**src/rtl/my_i2c_target_if.sv**
```systemverilog
// Bus-side and user-side signals of the my_i2c_target I2C target endpoint.
interface my_i2c_target_if;
    logic       enable;
    logic [6:0] slave_addr;
    logic       scl_in;
    logic       sda_in;
    logic       sda_oe;
    logic       sda_out;
    logic [7:0] rx_data;
    logic       rx_valid;
    logic [7:0] tx_data;
    logic       tx_req;
    logic       start_det;
    logic       stop_det;
    logic       rd_wr;
    logic       addressed;
    logic       busy;

    modport slave (
        input  enable, slave_addr, scl_in, sda_in, tx_data,
        output sda_oe, sda_out, rx_data, rx_valid, tx_req,
               start_det, stop_det, rd_wr, addressed, busy
    );

    modport master (
        output enable, slave_addr, scl_in, sda_in, tx_data,
        input  sda_oe, sda_out, rx_data, rx_valid, tx_req,
               start_det, stop_det, rd_wr, addressed, busy
    );
endinterface

```
**src/rtl/my_i2c_target.sv**
```systemverilog
// I2C target endpoint: 7-bit address match, byte write/read, open-drain SDA, no stretching.
// Optional input glitch filter enabled by defining I2C_TARGET_GLITCH_FILTER_EN.
module my_i2c_target #(
    parameter int unsigned FILTER_LEN = 3
) (
    input logic            clk,
    input logic            resetn,
    my_i2c_target_if.slave io
);
    typedef enum logic [2:0] {
        S_IDLE, S_ADDR, S_ADDR_ACK, S_RX_BYTE, S_RX_ACK, S_TX_BYTE, S_TX_ACK, S_IGNORE
    } state_t;

    logic [1:0] r_scl_sync, r_sda_sync;
    logic       w_scl, w_sda;
    logic       r_scl_q, r_sda_q;
    logic       r_scl_rise, r_scl_fall, r_start, r_stop;

    // Two-flop synchronizers; idle bus level is high
    always_ff @(posedge clk) begin
        if (!resetn) begin
            r_scl_sync <= 2'b11;
            r_sda_sync <= 2'b11;
        end else begin
            r_scl_sync <= {r_scl_sync[0], io.scl_in};
            r_sda_sync <= {r_sda_sync[0], io.sda_in};
        end
    end

`ifdef I2C_TARGET_GLITCH_FILTER_EN
    localparam int unsigned FCW = (FILTER_LEN < 2) ? 1 : $clog2(FILTER_LEN);
    logic [FCW-1:0] r_scl_cnt, r_sda_cnt;
    logic           r_scl_filt, r_sda_filt;

    // A line flips only after FILTER_LEN consecutive samples disagree with it
    always_ff @(posedge clk) begin
        if (!resetn) begin
            r_scl_cnt  <= '0;
            r_sda_cnt  <= '0;
            r_scl_filt <= 1'b1;
            r_sda_filt <= 1'b1;
        end else begin
            if (r_scl_sync[1] == r_scl_filt) begin
                r_scl_cnt <= '0;
            end else if (r_scl_cnt == FCW'(FILTER_LEN - 1)) begin
                r_scl_filt <= r_scl_sync[1];
                r_scl_cnt  <= '0;
            end else begin
                r_scl_cnt <= r_scl_cnt + FCW'(1);
            end
            if (r_sda_sync[1] == r_sda_filt) begin
                r_sda_cnt <= '0;
            end else if (r_sda_cnt == FCW'(FILTER_LEN - 1)) begin
                r_sda_filt <= r_sda_sync[1];
                r_sda_cnt  <= '0;
            end else begin
                r_sda_cnt <= r_sda_cnt + FCW'(1);
            end
        end
    end

    assign w_scl = r_scl_filt;
    assign w_sda = r_sda_filt;
`else
    wire w_unused_filter_len = ^32'(FILTER_LEN);
    assign w_scl = r_scl_sync[1];
    assign w_sda = r_sda_sync[1];
`endif

    // Registered bus events; r_sda_q is the SDA level aligned with each event
    always_ff @(posedge clk) begin
        if (!resetn) begin
            r_scl_q    <= 1'b1;
            r_sda_q    <= 1'b1;
            r_scl_rise <= 1'b0;
            r_scl_fall <= 1'b0;
            r_start    <= 1'b0;
            r_stop     <= 1'b0;
        end else begin
            r_scl_q    <= w_scl;
            r_sda_q    <= w_sda;
            r_scl_rise <= w_scl & ~r_scl_q;
            r_scl_fall <= ~w_scl & r_scl_q;
            r_start    <= w_scl & r_scl_q & r_sda_q & ~w_sda;
            r_stop     <= w_scl & r_scl_q & ~r_sda_q & w_sda;
        end
    end

    state_t     r_state, w_state_nxt;
    logic [7:0] r_shift, w_shift_nxt;
    logic [3:0] r_bit_cnt, w_bit_cnt_nxt;
    logic       r_sda_oe, w_sda_oe_nxt;
    logic [7:0] r_rx_data, w_rx_data_nxt;
    logic       r_rx_valid, w_rx_valid_nxt;
    logic       r_tx_req, w_tx_req_nxt;
    logic       r_start_det, w_start_det_nxt;
    logic       r_stop_det, w_stop_det_nxt;
    logic       r_rd_wr, w_rd_wr_nxt;
    logic       r_addressed, w_addressed_nxt;
    logic       r_busy, w_busy_nxt;
    logic       r_mack, w_mack_nxt;

    always_ff @(posedge clk) begin
        if (!resetn) begin
            r_state     <= S_IDLE;
            r_shift     <= 8'h00;
            r_bit_cnt   <= 4'd0;
            r_sda_oe    <= 1'b0;
            r_rx_data   <= 8'h00;
            r_rx_valid  <= 1'b0;
            r_tx_req    <= 1'b0;
            r_start_det <= 1'b0;
            r_stop_det  <= 1'b0;
            r_rd_wr     <= 1'b0;
            r_addressed <= 1'b0;
            r_busy      <= 1'b0;
            r_mack      <= 1'b0;
        end else begin
            r_state     <= w_state_nxt;
            r_shift     <= w_shift_nxt;
            r_bit_cnt   <= w_bit_cnt_nxt;
            r_sda_oe    <= w_sda_oe_nxt;
            r_rx_data   <= w_rx_data_nxt;
            r_rx_valid  <= w_rx_valid_nxt;
            r_tx_req    <= w_tx_req_nxt;
            r_start_det <= w_start_det_nxt;
            r_stop_det  <= w_stop_det_nxt;
            r_rd_wr     <= w_rd_wr_nxt;
            r_addressed <= w_addressed_nxt;
            r_busy      <= w_busy_nxt;
            r_mack      <= w_mack_nxt;
        end
    end

    // Next state and outputs; START/STOP override any SCL event in the same cycle
    always_comb begin
        w_state_nxt     = r_state;
        w_shift_nxt     = r_shift;
        w_bit_cnt_nxt   = r_bit_cnt;
        w_sda_oe_nxt    = r_sda_oe;
        w_rx_data_nxt   = r_rx_data;
        w_rx_valid_nxt  = 1'b0;
        w_tx_req_nxt    = 1'b0;
        w_start_det_nxt = 1'b0;
        w_stop_det_nxt  = 1'b0;
        w_rd_wr_nxt     = r_rd_wr;
        w_addressed_nxt = r_addressed;
        w_mack_nxt      = r_mack;

        if (!io.enable) begin
            w_state_nxt     = S_IDLE;
            w_sda_oe_nxt    = 1'b0;
            w_addressed_nxt = 1'b0;
        end else if (r_start) begin
            w_state_nxt     = S_ADDR;
            w_bit_cnt_nxt   = 4'd0;
            w_sda_oe_nxt    = 1'b0;
            w_addressed_nxt = 1'b0;
            w_start_det_nxt = 1'b1;
        end else if (r_stop) begin
            w_state_nxt     = S_IDLE;
            w_sda_oe_nxt    = 1'b0;
            w_addressed_nxt = 1'b0;
            w_stop_det_nxt  = 1'b1;
        end else begin
            case (r_state)
                S_ADDR: begin
                    if (r_scl_rise) begin
                        w_shift_nxt   = {r_shift[6:0], r_sda_q};
                        w_bit_cnt_nxt = r_bit_cnt + 4'd1;
                    end else if (r_scl_fall && r_bit_cnt == 4'd8) begin
                        w_bit_cnt_nxt = 4'd0;
                        if (r_shift[7:1] == io.slave_addr) begin
                            w_rd_wr_nxt     = r_shift[0];
                            w_sda_oe_nxt    = 1'b1;
                            w_addressed_nxt = 1'b1;
                            w_state_nxt     = S_ADDR_ACK;
                        end else begin
                            w_sda_oe_nxt = 1'b0;
                            w_state_nxt  = S_IGNORE;
                        end
                    end
                end
                S_ADDR_ACK: begin
                    if (r_scl_rise) begin
                        w_tx_req_nxt = r_rd_wr;
                    end else if (r_scl_fall) begin
                        w_bit_cnt_nxt = 4'd0;
                        if (r_rd_wr) begin
                            w_shift_nxt  = io.tx_data;
                            w_sda_oe_nxt = ~io.tx_data[7];
                            w_state_nxt  = S_TX_BYTE;
                        end else begin
                            w_sda_oe_nxt = 1'b0;
                            w_state_nxt  = S_RX_BYTE;
                        end
                    end
                end
                S_RX_BYTE: begin
                    if (r_scl_rise) begin
                        w_shift_nxt   = {r_shift[6:0], r_sda_q};
                        w_bit_cnt_nxt = r_bit_cnt + 4'd1;
                    end else if (r_scl_fall && r_bit_cnt == 4'd8) begin
                        w_rx_data_nxt  = r_shift;
                        w_rx_valid_nxt = 1'b1;
                        w_sda_oe_nxt   = 1'b1;
                        w_bit_cnt_nxt  = 4'd0;
                        w_state_nxt    = S_RX_ACK;
                    end
                end
                S_RX_ACK: begin
                    if (r_scl_fall) begin
                        w_sda_oe_nxt = 1'b0;
                        w_state_nxt  = S_RX_BYTE;
                    end
                end
                S_TX_BYTE: begin
                    // MSB already on the bus; each fall presents the next bit, the 8th releases
                    if (r_scl_fall) begin
                        if (r_bit_cnt == 4'd7) begin
                            w_sda_oe_nxt  = 1'b0;
                            w_bit_cnt_nxt = 4'd0;
                            w_state_nxt   = S_TX_ACK;
                        end else begin
                            w_sda_oe_nxt  = ~r_shift[6];
                            w_shift_nxt   = {r_shift[6:0], 1'b0};
                            w_bit_cnt_nxt = r_bit_cnt + 4'd1;
                        end
                    end
                end
                S_TX_ACK: begin
                    if (r_scl_rise) begin
                        w_mack_nxt   = ~r_sda_q;
                        w_tx_req_nxt = ~r_sda_q;
                    end else if (r_scl_fall) begin
                        w_bit_cnt_nxt = 4'd0;
                        if (r_mack) begin
                            w_shift_nxt  = io.tx_data;
                            w_sda_oe_nxt = ~io.tx_data[7];
                            w_state_nxt  = S_TX_BYTE;
                        end else begin
                            w_addressed_nxt = 1'b0;
                            w_state_nxt     = S_IGNORE;
                        end
                    end
                end
                S_IDLE, S_IGNORE: begin
                    w_sda_oe_nxt = 1'b0;
                end
                default: begin
                    w_state_nxt  = S_IDLE;
                    w_sda_oe_nxt = 1'b0;
                end
            endcase
        end

        w_busy_nxt = (w_state_nxt != S_IDLE);
    end

    assign io.sda_oe    = r_sda_oe;
    assign io.sda_out   = 1'b0;
    assign io.rx_data   = r_rx_data;
    assign io.rx_valid  = r_rx_valid;
    assign io.tx_req    = r_tx_req;
    assign io.start_det = r_start_det;
    assign io.stop_det  = r_stop_det;
    assign io.rd_wr     = r_rd_wr;
    assign io.addressed = r_addressed;
    assign io.busy      = r_busy;
endmodule

```
**src/flat_wrapper.sv**
```systemverilog
// flat-port wrapper written by rule: the top's interface ports become plain ports
module my_i2c_target_flat 
#(
    parameter int unsigned FILTER_LEN = 3
)
  (clk, resetn, io_enable, io_slave_addr, io_scl_in, io_sda_in, io_tx_data, io_sda_oe, io_sda_out, io_rx_data, io_rx_valid, io_tx_req, io_start_det, io_stop_det, io_rd_wr, io_addressed, io_busy);
  my_i2c_target_if io_i ();
  input logic clk;
  input logic resetn;
  input wire logic [$bits(io_i.enable)-1:0] io_enable;
  input wire logic [$bits(io_i.slave_addr)-1:0] io_slave_addr;
  input wire logic [$bits(io_i.scl_in)-1:0] io_scl_in;
  input wire logic [$bits(io_i.sda_in)-1:0] io_sda_in;
  input wire logic [$bits(io_i.tx_data)-1:0] io_tx_data;
  output wire logic [$bits(io_i.sda_oe)-1:0] io_sda_oe;
  output wire logic [$bits(io_i.sda_out)-1:0] io_sda_out;
  output wire logic [$bits(io_i.rx_data)-1:0] io_rx_data;
  output wire logic [$bits(io_i.rx_valid)-1:0] io_rx_valid;
  output wire logic [$bits(io_i.tx_req)-1:0] io_tx_req;
  output wire logic [$bits(io_i.start_det)-1:0] io_start_det;
  output wire logic [$bits(io_i.stop_det)-1:0] io_stop_det;
  output wire logic [$bits(io_i.rd_wr)-1:0] io_rd_wr;
  output wire logic [$bits(io_i.addressed)-1:0] io_addressed;
  output wire logic [$bits(io_i.busy)-1:0] io_busy;
  assign io_i.enable = io_enable;
  assign io_i.slave_addr = io_slave_addr;
  assign io_i.scl_in = io_scl_in;
  assign io_i.sda_in = io_sda_in;
  assign io_i.tx_data = io_tx_data;
  assign io_sda_oe = io_i.sda_oe;
  assign io_sda_out = io_i.sda_out;
  assign io_rx_data = io_i.rx_data;
  assign io_rx_valid = io_i.rx_valid;
  assign io_tx_req = io_i.tx_req;
  assign io_start_det = io_i.start_det;
  assign io_stop_det = io_i.stop_det;
  assign io_rd_wr = io_i.rd_wr;
  assign io_addressed = io_i.addressed;
  assign io_busy = io_i.busy;
  my_i2c_target #(.FILTER_LEN(FILTER_LEN)) u_core (.clk(clk), .resetn(resetn), .io(io_i));
endmodule
```
**config.mk**
```make
export PLATFORM = sky130hd
export DESIGN_NAME = my_i2c_target_flat
export DESIGN_NICKNAME = d
export VERILOG_FILES = /design/src/rtl/my_i2c_target_if.sv /design/src/rtl/my_i2c_target.sv /design/src/flat_wrapper.sv
export SDC_FILE = /design/constraint.sdc
export NUM_CORES = 1
export LEC_CHECK = 0
export ABC_AREA = 1
export CAP_MARGIN = 20
export CORE_MARGIN = 2
export CORE_UTILIZATION = 40
export DETAILED_ROUTE_END_ITERATION = 7
export DONT_BUFFER_PORTS = 1
export GPL_ROUTABILITY_DRIVEN = 0
export GPL_TIMING_DRIVEN = 0
export SYNTH_ARGS = -nofsm -noshare
export SYNTH_HDL_FRONTEND = slang
export SYNTH_SLANG_ARGS = --single-unit
```
**constraint.sdc**
```tcl
create_clock -name clk -period 1.8 [get_ports clk]
set_input_delay 0.36 -clock clk [delete_from_list [all_inputs] [get_ports clk]]
set_output_delay 0.36 -clock clk [all_outputs]
set_load 0.02 [all_outputs]
```
* Word-level counts from Yosys, hierarchy flattened
Cells that the tools add are included.
Word-level totals: bits in registers 42, output and inout bits 17, word-level logic and storage cells 157
Cells by class: $add $sub $neg 1, equality and inequality tests 31, multiplexer cells 65, bitwise gates (word level) 19, reductions and logical operators 20
Operators by type and width (number):
- $mux W8 | 9
- $mux W3 | 16
- $mux W4 | 8
- $pmux W8 S4 | 1
- $mux W1 | 25
- $ne A2 B1 Y1 const B | 11
- $reduce_and A7 Y1 | 3
- $pmux W3 S6 | 1
- $reduce_and A13 Y1 | 1
- $eq A3 B3 Y1 const B | 4
- $ne A2 B2 Y1 const B | 6
- $not A1 Y1 | 12
- $pmux W4 S3 | 1
- $reduce_and A11 Y1 | 1
- $reduce_bool A4 Y1 | 2
- $and A1 B1 Y1 | 7
- $eq A7 B7 Y1 | 1
- $pmux W1 S7 | 1
- $eq A3 B2 Y1 const B | 2
- $ne A3 B1 Y1 const B | 2
- $reduce_and A6 Y1 | 1
- $reduce_or A2 Y1 | 3
- $reduce_or A6 Y1 | 1
- $reduce_and A5 Y1 | 1
- 15 further kinds | 16

* Longest topological paths before layout
Gate-level depths: netlist (run 1).
depth after elaboration 9, mapped depth 14, gate-level depth less buffers 14

* Least setup slack after synthesis (run 1)
OpenSTA, ideal clock, no wires.
path type reg2reg, start point register u_core.r_bit_cnt[0], end point register u_core.r_shift[6], setup time 62 ps, arrival 1463 ps, setup slack 275 ps, stages on the path, launching flop included 11, period minus slack after synthesis 1525 ps, cell sequence dfxtp_1 > ha_1 > nand2_1 > nor2_1 > nand2_4 > nand2_4 > nor3_4 > and2_4 > buf_12 > nor2_2 > nor2_2
Between the ends: longest elaborated chain between the ends 3
RTL lines:
- from (decl) | line my_i2c_target.sv:91 | logic [3:0] r_bit_cnt, w_bit_cnt_nxt;
- from (signal assigned) | line my_i2c_target.sv:121 | r_bit_cnt <= w_bit_cnt_nxt;
- $eq A4 B3 Y1 | line my_i2c_target.sv:220 | if (r_bit_cnt == 4'd7) begin
- $ne A2 B2 Y1 (no line)
- $reduce_and A13 Y1 (no line)
- to (signal assigned) | line my_i2c_target.sv:120 | r_shift <= w_shift_nxt;
- to (decl) | line my_i2c_target.sv:90 | logic [7:0] r_shift, w_shift_nxt;
No other way between the ends. A chain may end at the register's enable or synchronous reset.

* Worst setup path after layout (run 1)
start point register u_core.r_state[0], end point register u_core.r_shift[7]
Between the ends: longest elaborated chain between the ends 4, elaborated cells on any way between the ends 18, those cells by class eq/ne: 14; mux: 1; reduce/logical: 3
RTL lines:
- from (decl) | line my_i2c_target.sv:89 | state_t r_state, w_state_nxt;
- from (signal assigned) | line my_i2c_target.sv:119 | r_state <= w_state_nxt;
- $eq A3 B1 Y1 or $eq A3 B2 Y1 (tied branches) | line my_i2c_target.sv:166 | case (r_state)
- $reduce_or A2 Y1 (no line)
- $ne A2 B1 Y1 (no line) or $reduce_bool A4 Y1 (tied branches)
- $reduce_and A13 Y1 (no line)
Several ways; a longest one is shown, not always the timed one.

==> qor.txt, run 1 <==
layout net count: 375
R2R setup slack: 0.1 ns
fin crit period: 1.70 ns
synth warn: 0
Sw Pwr: 0.411 mW
Finished Layout Cells: 426
root buffer cell: clkbuf_8
HP Start: io_scl_in
CTS tree: done
fin area: 2540 µm²
layout cell share with drive strength beyond 1: 18.6%
# setup viols final: 0
peak supply drop: 488 µV
Post-synth EDFFs: 0
pre-CTS setup slack: -0.0492 ns
Port Buf Inserts: 0
area delta synth->final: 11.5%
Post-Synthesis Net Count: 365
routed len/inst: 12.8 µm
top cells by count, synth: 77 x nand2_1, 46 x nor2_1, 45 x inv_1
Netlist cell types: 32
Internal: 1.28 mW
Leak Pwr: 1.09 nW
Gate power share: 5.8%
Simple-Gate Fraction of Synth Area: 37.5%
PwrDens: 666 nW/µm²
placed cell count: 415
outcome: finished clean
Final Cycle Share: 94.7%
initial antenna violation count: 0
hold path depth: 1
clock network power share: 38.1%
final hold violations: 0
maxcap violations: 0
critical path class: register to register
maximum number of pins on one net before global-route repair: 14
Die Ht: 79.5 µm
f_max: 587 MHz
Die Span X: 79.5 µm
Pre-antenna DRT Iters: 5
post-synth top area share: 36.9%
#FFs+latches synth: 42
CTS Sinks: 42
Data arrival, critical path: 1.91 ns
initial DRC count: 168
DP Area: 2370 µm²
Primary FF master, synth: dfxtp_1
total clock buffers created by CTS: 5
syn_area_per_cell: 6.64 µm²
clock transition at the registers of the reported paths: 0.08 ns
sequential fraction of the synthesis area: 36.9%
Rows: 27
CORE AREA: 5510 µm²
htree depth: 2
Hold Path End: u_core.r_scl_sync[0]
r2r startpoint: u_core.r_state[0]
post-synthesis compound-gate area fraction: 13.2%
XOR/XNOR share of the synthesized area: 0.384%
RR Endpoint: u_core.r_shift[7]
async set-reset flop share out of synthesis: 0%
full die area: 6320 µm²
worst skew pair latency: 0.30 ns
CP Max Fanout: 10
most common cell in the synthesized netlist: nand2_1
Ports: 37
DRC viols: 0
largest family of logic cells by synthesized area: simple AND/OR/NAND/NOR gates
Netlist Area Pre-Place: 2280 µm²
Tot GR Track Use: 18.6%
post-synthesis mux area share: 0%
initial core utilization: 41.4%
final WL: 5470 µm
total gr overflow: 0
Slew Limit Fails: 0
Net Sw Frac: 24.3%
DR vias: 2080
hold_ws: 0.166 ns
Worst setup SP type: register
Layout Skew: 0.00604 ns
ranking of synthesized cells by area: dfxtp_1 37%, nand2_1 13%, nor2_1 7.6%
CTS Hold Bufs: 0
number of global-route vias before repair: 1909
setup ws final: 0.0959 ns
Pwr Total: 1.69 mW
maximum clock path buffer count: 2
worst path required time: 2.00 ns
Routed Antenna Nets: 0
cell taking the most area after synthesis: dfxtp_1
Mapped Cells: 343
# diodes: 0
CP endpoint kind: register
FF-to-FF path depth: 11
Flop pwr share: 56.1%
global-route wire length before repair: 9250 µm
fraction of the mapped netlist area in adder cells: 1.10%
Detail Placement HPWL: 4080 µm
Via density: 4.88
Hold Path Class: input pin to register
[worst max-delay path, cell delays in order, from the launching register on]
cell and delay, ns:
dfxtp_2 0.32, buf_6 0.12, inv_2 0.07, nand2_4 0.08, nor2_1 0.14, inv_1 0.07
nor2_1 0.23, nor2_4 0.14, and2_4 0.17, buf_12 0.14, nor2_2 0.09, nor2_2 0.03
[worst max-delay path by stage]
stage,start,to,slack (ns),cells after the start
3_3_place_gp,u_core.r_state[0],u_core.r_shift[6],-0.05,9
3_5_place_dp,u_core.r_state[0],u_core.r_shift[6],-0.05,9
6_report,u_core.r_state[0],u_core.r_shift[7],0.1,11
5_1_grt,u_core.r_state[0],u_core.r_shift[1],-0.006,11
2_1_floorplan,u_core.r_bit_cnt[0],u_core.r_shift[6],0.27,10
4_1_cts,u_core.r_bit_cnt[0],u_core.io.busy,0.008,8
[kinds of logic after synthesis]
logic type                 count (synthesis)
AOI/OAI and AO/OA                         56
xor gates and xnor gates                   1
adders and majority gates                  2
buffers and inverters                     58
DFF                                       42
other                                      1
and+or+nand+nor                          183
[registers in the layout, summed over array words and instances, names as in the netlist]
name and cells:
u_core.io.rx_data 8, u_core.r_shift 8, u_core.r_bit_cnt 4, u_core.r_state 3, u_core.r_scl_sync 2, u_core.r_sda_sync 2, u_core.io.addressed 1, u_core.io.busy 1
u_core.io.rd_wr 1, u_core.io.rx_valid 1, u_core.io.sda_oe 1, u_core.io.start_det 1, u_core.io.stop_det 1, u_core.io.tx_req 1, u_core.r_mack 1, u_core.r_scl_fall 1
u_core.r_scl_q 1, u_core.r_scl_rise 1, u_core.r_sda_q 1, u_core.r_start 1, u_core.r_stop 1
[layout by cell type (no fill, tap or decap), types with 2 or more instances in the layout]
cell type  count
buf_4          4
ha_1           2
clkbuf_1       3
inv_1         44
nor2_2        20
nor2_4         5
o21ai_0       21
inv_2          5
o211ai_1       3
dfxtp_2        4
nand2_1       75
nand3_2        2
nand2_2        2
clkbuf_8       6
dfxtp_1       38
nor3_1         5
buf_6          2
nor2_1        42
nand2_4        4
buf_2          2
or2_2          4
nand3_1       19
a21oi_1       26
[metal layers]
layer,share of wire [%],track usage (%)
met5,0,0
met4,1.9,5.34
met3,6.0,3.85
met2,44,28.7
met1,48,26.2
[what timing repair did]
item,CTS,global route
resized for setup,4,16
buffers inserted,0,3
endpoints found under the hold margin,0,0
pin swaps,0,4
setup endpoints to repair,10,22
[cell type report]
type | count | area, µm²
clock inverters | 2 | 12.5
fillers | 564 | 2970
repair buffers | 3 | 22.5
inverters | 49 | 184
multi-input cells | 243 | 1230
plain buffers | 9 | 71.3
clock buffers | 6 | 82.6
flip-flops and latches | 42 | 846
well taps | 72 | 90.1
[stage by stage]
step	util, %	TNS [ns]
after global placement	43.0	-0.251
after detailed placement	43.0	-0.234
final	46.1	0
after floorplan	-	0
after global routing	46.1	-0.00925
after CTS	44.9	0
[power groups by stage]
stage               clock (mW)  sequential [mW]  combinational [mW]
floorplan                    0            0.969              0.0765
global route             0.694            0.952               0.114
CTS                      0.662            0.950              0.0959
finish                   0.645            0.950              0.0977
detailed placement           0            0.972              0.0951
global placement             0            0.972              0.0944
(Power assumes the default switching activity.)
==> run 2: changes to the inputs <==
Settings changed: REMOVE_ABC_BUFFERS set to 1.
Clock period 1.8 ns to 2.1 ns, I/O delays scaled along.
==> run 2 against run 1 <==
  * Final cell count decreased by 2.8%
  * Clock skew increased by 0.0017 ns
  * Sequential power decreased by 14%
  * Total power decreased by 3.0%
  * Count of clock-buffer cells in the layout decreased by 1
  * Non-clock buffer count decreased by 12
  * Setup slack improved by 0.16 ns
  * Register-to-register slack improved by 0.16 ns
  * Hold slack improved by 0.032 ns
  * Critical endpoint is now u_core.io.rx_data[0]
  * Global-route usage decreased by 1.7 points
  * Sequential cell count unchanged
==> qor.txt, run 2 (same netlist as run 1, synthesis figures left out) <==
Worst setup SP type: register
post-layout util: 44.5% (-1.6 points)
routed len/inst: 11.8 µm (-8.2%)
CTS Sinks: 42 (unchanged)
most frequent cells in the layout: 77 x nand2_1, 46 x nor2_1, 45 x inv_1, 41 x dfxtp_1, 26 x a21oi_1
Die Ht: 79.5 µm (unchanged)
most common cell after layout, fill and taps aside: nand2_1
final hold violations: 0 (unchanged)
number of global-route vias before repair: 1854 (-2.9%)
htree depth: 2 (unchanged)
Detail Placement HPWL: 3730 µm (-8.6%)
RSZ-0062 raised after global routing: no
Ports: 37 (unchanged)
initial core utilization: 41.4% (unchanged)
CP endpoint kind: register
relative slew slack: 62.8%
total clock buffers created by CTS: 5 (unchanged)
Port Buf Inserts: 0 (unchanged)
DR vias: 1948 (-6.3%)
Least-Margin Pin Slew: 0.557 ns
peak supply drop: 531 µV (+9.0%)
pre-CTS setup slack: 0.0605 ns (+0.110 ns)
Tot GR Track Use: 16.9% (-1.7 points)
CP peak stage delay: 0.34 ns (+0.02 ns)
DRC viols: 0 (unchanged)
f_max: 543 MHz (-7.4%)
clock transition at the registers of the reported paths: 0.08 ns (about the same)
# diodes: 0 (unchanged)
maximum number of pins on one net before global-route repair: 27 (+13)
initial antenna violation count: 0 (unchanged)
maximum clock path buffer count: 2 (unchanged)
Final Cycle Share: 87.7% (-7.0 points)
Hold Path Class: input pin to register
layout net count: 363 (-3.2%)
Setup TNS: 0 ns (unchanged)
worst skew pair latency: 0.29 ns (about the same)
HP Start: resetn
maxcap violations: 0 (unchanged)
Slowest-stage cell, CP: dfxtp_1
Setup crit start: u_core.r_bit_cnt[0]
fin crit period: 1.84 ns (+0.137 ns)
Finished Layout Cells: 414 (-2.8%)
Slew Limit Fails: 0 (unchanged)
r2r startpoint: u_core.r_bit_cnt[0]
Data arrival, critical path: 2.02 ns (+0.11 ns)
outcome: finished clean
setup ws final: 0.259 ns (+0.163 ns)
critical path class: register to register
global-route wire length before repair: 8320 µm (-10%)
PwrDens: 670 nW/µm² (+0.47%)
Layout Skew: 0.00769 ns (+0.00165 ns)
initial DRC count: 92 (-45%)
CORE AREA: 5510 µm² (unchanged)
CTS tree: done
full die area: 6320 µm² (unchanged)
ordered cell list for the critical path: inv_1 > ha_1 > nand2_1 > nor2_1 > nand2_1 > inv_1 > nand3_2 > o21ai_0 > a21oi_1
Pre-antenna DRT Iters: 4 (-1)
Die Span X: 79.5 µm (unchanged)
Rows: 27 (unchanged)
total gr overflow: 0 (unchanged)
Routed Antenna Nets: 0 (unchanged)
CTS Hold Bufs: 0 (unchanged)
Leak Pwr: 1.05 nW (-3.7%)
layout cell share with drive strength beyond 1: 13.5% (-5.2 points)
Via density: 4.71 (-3.6%)
placed cell count: 406 (-2.2%)
final WL: 4880 µm (-11%)
root buffer cell: clkbuf_8
worst path required time: 2.27 ns (+0.27 ns)
area delta synth->final: 7.58%
# setup viols final: 0 (unchanged)
CP Max Fanout: 16 (+6)
-- run 2: changes by cell type in the layout (fill, tap and decap cells not counted), moves of 2 or more --
cell / before / now
buf_4: 4 / 0
nor2_1: 42 / 46
clkbuf_1: 3 / 0
dfxtp_1: 38 / 41
dfxtp_2: 4 / 1
nor2_4: 5 / 2
buf_2: 2 / 0
buf_6: 2 / 0
bufinv_16: 0 / 2
nand2_1: 75 / 77
nand2_2: 2 / 0
-- run 2: final timing paths --
check | end | slack (ns) | cells past startpoint
setup / recovery | u_core.io.rx_data[0] | 0.26 | 9
hold / removal | u_core.r_scl_q | 0.20 | 1
setup reg to reg | u_core.io.rx_data[0] | 0.26 | 9
hold reg to reg | u_core.r_sda_sync[1] | 0.42 | 1
-- run 2: stage by stage --
step | hold slack [ns] | power (mW) | area, µm²
2_1_floorplan | 0.393 | 0.889 | 2220
3_3_place_gp | 0.396 | 0.901 | 2310
3_5_place_dp | 0.401 | 0.902 | 2310
4_1_cts | 0.189 | 1.66 | 2440
5_1_grt | 0.180 | 1.72 | 2450
6_report | 0.199 | 1.64 | 2450
-- run 2: per-layer routing --
| metal | up-vias | wire length, µm | part of all wire (%) | track usage, % |
|---|---|---|---|---|
| met4 | 0 | 54 | 1.1 | 5.86 |
| met2 | 38 | 2170 | 45 | 27.6 |
| li1 | 1070 | - | - | - |
| met5 | - | 0 | 0 | 0 |
| met1 | 836 | 2350 | 48 | 21.3 |
| met3 | 4 | 302 | 6.2 | 4.75 |
-- run 2: cell type report --
class	instances	area [µm²]
Clock buffer	5	68.8
Fill cell	557	3060
Tap cell	72	90.1
Clock inverter	3	68.8
Inverter	49	184
Multi-Input combinational cell	243	1200
Sequential cell	42	842
-- run 2: critical path, delay by kind of cell (launching register included) --
| kind | cells | cell delay (ns) |
|---|---|---|
| AOI/OAI and AO/OA | 2 | 0.33 |
| adders and majority gates | 1 | 0.14 |
| DFF | 1 | 0.34 |
| buffers and inverters | 2 | 0.21 |
| and+or+nand+nor | 4 | 0.71 |
-- run 2: what timing repair did --
action,CTS,global route
resized for setup,0,2
hold endpoints to repair,0,0
endpoints found under the setup margin,0,10
setup buffers,0,0
-- run 2: power breakdown --
part	switching (mW)	internal, mW	total, mW
Sequential	0.00899	0.805	0.814
Clock	0.282	0.476	0.758
Combinational	0.0431	0.0256	0.0687
Total	0.334	1.31	1.64
==> patch 1, RTL diff (config.mk and constraints of run 1) <==
The option `I2C_TARGET_GLITCH_FILTER_EN` is turned on by a define.
--- a/src/rtl/my_i2c_target.sv
+++ b/src/rtl/my_i2c_target.sv
@@ -1,4 +1,6 @@
 // I2C target endpoint: 7-bit address match, byte write/read, open-drain SDA, no stretching.
 // Optional input glitch filter enabled by defining I2C_TARGET_GLITCH_FILTER_EN.
+`define I2C_TARGET_GLITCH_FILTER_EN
+
 module my_i2c_target #(
     parameter int unsigned FILTER_LEN = 3
Formal check against the unedited RTL: not equivalent (a bounded check fails within 10 cycles, from zero or initial values and one cycle with resetn low).
==> patch 1 against run 1 <==
Area after synthesis is 14% higher; clock skew is 0.0011 ns higher; setup slack better by 0.020 ns; combinational power is 20% lower; design area is 10% higher; wire length is 3.3% higher; via count is 7.4% higher; power is 9.2% higher; sequential cell count is 6 higher; critical endpoint is now u_core.io.busy$_SDFF_PN0_; sequential power is 13% higher; synthesized cell count is 6.1% higher.
==> patch 1: results <==
{
  "grtUsageTotal": 0.165,
  "min_path_cells": 1,
  "ys_types": 38,
  "fin_skew_ns": 0.00709,
  "place_hpwl_mm": 4.24,
  "tightestPinTransition_ns": 0.689,
  "cts.path.max_buffers": 2,
  "cp-endpoint": "u_core.io.busy$_SDFF_PN0_",
  "holdPathEnd": "u_core.r_sda_sync[0]$_SDFF_PN1_",
  "seq_power_share": 0.580,
  "reg2regPathDepth": 10,
  "ys_top_cells_by_area": "dfxtp_1 37%, nand2_1 12%, inv_1 6.8%, nor2_1 6.1%, o21ai_0 4.4%",
  "min_from": "io_sda_in",
  "holdWs_ns": 0.156,
  "dpl.cell_count": 441,
  "grt_pass1_wl_mm": 9.49,
  "drv_slew": 0,
  "seq_area_frac_synth": 0.371,
  "power.leakage_nw": 1.25,
  "drtPass1Iterations": 4,
  "ys_warn_count": 0,
  "grt_max_degree": 16,
  "vdd_drop_max_v": 0.000394,
  "synth-compound-area-share": 0.152,
  "hold_path_class": "input pin to register",
  "syn-num-nets": 388,
  "numPortBuffers": 0,
  "setup.worst_path.start": "u_core.r_bit_cnt[0]$_SDFFE_PN0P_",
  "cp.arrival_ns": 1.93,
  "dp_slack_ns": 0.0934,
  "status": "finished clean",
  "power_clock_uw": 699,
  "cts_buffers": 5,
  "layout-drive-gt1-share": 0.161,
  "ant_nets": 0,
  "antennaDiodeCount": 0,
  "cp_top_family": "simple AND/OR/NAND/NOR gates",
  "wirelength_mm": 5.65,
  "nets": 395,
  "synthAdderAreaFrac": 0.0193,
  "p_sw_uw": 438,
  "cts-root-buf": "clkbuf_8",
  "path_max_fanout": 4,
  "wl_per_cell_microns": 12.6,
  "syn_area_per_cell_sq_um": 7.12,
  "avgViaCountPerCell": 4.98,
  "grt_pass1_vias": 2029,
  "cpPeakStageDelay_ns": 0.34,
  "yosys.area_share.xor_xnor": 0,
  "drt-initial-drc-count": 153,
  "postCtsSetupBuffers": 0,
  "synth.area.mux_share": 0,
  "grt_antenna_before_repair": 0,
  "synth_top_area_frac": 0.371,
  "h-tree-depth": 2,
  "crit_slowest_cell": "dfxtp_1",
  "fin_crit_ns": 1.68,
  "synthTopCellsByCount": "84 x nand2_1, 48 x dfxtp_1, 47 x inv_1"
}
## patch 1: routing by layer
metal,share of wire,GRT usage
met5,0,0
met4,0.020,0.0548
met3,0.048,0.0364
met2,0.45,0.264
met1,0.48,0.221
## patch 1: per-stage QoR
stage | power (mW) | utilization | instance area (sq um)
after floorplan | 1.16 | - | 2590
final | 1.85 | 0.443 | 2800
after detailed placement | 1.17 | 0.425 | 2690
after CTS | 1.87 | 0.441 | 2780
after global placement | 1.17 | 0.425 | 2690
after global routing | 1.92 | 0.443 | 2800
## patch 1: timing repair
item,CTS,global route
resized for setup,0,3
endpoints found under the hold margin,0,0
setup endpoints to repair,0,5
## patch 1: area by class of cell
type / instances / area, sq um
Buffer: 11 / 83.8
Clock buffer: 6 / 82.6
Clock inverter: 2 / 13.8
Fill cell: 681 / 3520
Inverter: 55 / 216
Multi-Input combinational cell: 250 / 1340
Sequential cell: 48 / 961
Tap cell: 77 / 96.3
==> patch 2, RTL diff (flow settings as in run 1) <==
Made on the original files. Re-encode `state_t` (8 states) as one-hot, 8 bits wide.
--- a/src/rtl/my_i2c_target.sv
+++ b/src/rtl/my_i2c_target.sv
@@ -8,6 +8,6 @@
     my_i2c_target_if.slave io
 );
-    typedef enum logic [2:0] {
-        S_IDLE, S_ADDR, S_ADDR_ACK, S_RX_BYTE, S_RX_ACK, S_TX_BYTE, S_TX_ACK, S_IGNORE
+    typedef enum logic [7:0] {
+        S_IDLE = 8'b00000001, S_ADDR = 8'b00000010, S_ADDR_ACK = 8'b00000100, S_RX_BYTE = 8'b00001000, S_RX_ACK = 8'b00010000, S_TX_BYTE = 8'b00100000, S_TX_ACK = 8'b01000000, S_IGNORE = 8'b10000000
     } state_t;
 
Behaviour: no difference found for any inputs over 10 cycles, from zero or initial values and one cycle with resetn low; not proved beyond that.
==> patch 2 against run 1 <==
Setup slack got worse by 0.0084 ns; power increased by 6.2%; design area up 14%; count of clock-buffer cells in the layout is 1 lower; synthesized cell count rose by 12%; critical path depth did not move; wire length increased by 17%; sequential cell count increased by 5; area after synthesis rose by 12%; combinational power increased by 12%; critical path type unchanged.
==> patch 2: results <==
{
  "status": "finished clean",
  "min_from": "io_sda_in",
  "syn-num-nets": 405,
  "p_seq_mw": 1.05,
  "place_area_sq_mm": 0.00265,
  "path_max_fanout": 7,
  "wl_met2_mm": 2.95,
  "vias": 2443,
  "cpPeakStageDelay_ns": 0.37,
  "period_share": 0.951,
  "comb-power_uw": 109,
  "dp_slack_ns": -0.120,
  "grt_util_met3": 0.0326,
  "wl_per_cell_microns": 13.4,
  "setup.worst_path.start": "u_core.r_state[3]$_SDFF_PN0_",
  "grt_max_degree": 16,
  "layout-drive-gt1-share": 0.190,
  "yosys.area_share.xor_xnor": 0.0275,
  "drt-initial-drc-count": 173,
  "synthAdderAreaFrac": 0.00982,
  "seq_area_frac_synth": 0.369,
  "p_int_mw": 1.35,
  "holdPathEnd": "u_core.r_sda_sync[0]$_SDFF_PN1_",
  "place_hpwl_mm": 4.77,
  "power.leakage_nw": 1.28,
  "crit_slowest_cell": "dfxtp_4",
  "postCtsSetupBuffers": 1,
  "cp.arrival_ns": 1.88,
  "rr_endpoint": "u_core.r_state[7]$_SDFF_PN0_",
  "syn_inst": 383,
  "use_met2": 0.281,
  "fin_skew_ns": 0.00744
}
[patch 2: cell types whose count changed in the layout (fill, tap and decap cells not counted), sizes merged, moves of 3 or more]
cell | before | now
nand3 | 21 | 33
nor2 | 67 | 75
o21ai | 22 | 15
nand4 | 1 | 7
xor2 | 0 | 6
dfxtp | 42 | 47
inv | 49 | 54
a211oi | 0 | 3
buf | 9 | 12
o211ai | 3 | 0
[patch 2: cell type report]
| cell class | count | area, sq um |
|---|---|---|
| Buffer | 9 | 60.1 |
| Inverter | 54 | 208 |
| Clock buffer | 5 | 68.8 |
| Clock inverter | 3 | 20.0 |
| Fill cell | 670 | 3340 |
| Timing Repair Buffer | 8 | 60.1 |
| Sequential cell | 47 | 955 |
| Tap cell | 77 | 96.3 |
| Multi-Input combinational cell | 273 | 1430 |
[patch 2: cells by family after synthesis]
| group | count (synthesis) |
|---|---|
| other cells | 1 |
| buf+inv | 63 |
| fa+ha+maj | 2 |
| compound gates | 48 |
| flops | 47 |
| simple gates | 214 |
| xor+xnor | 8 |
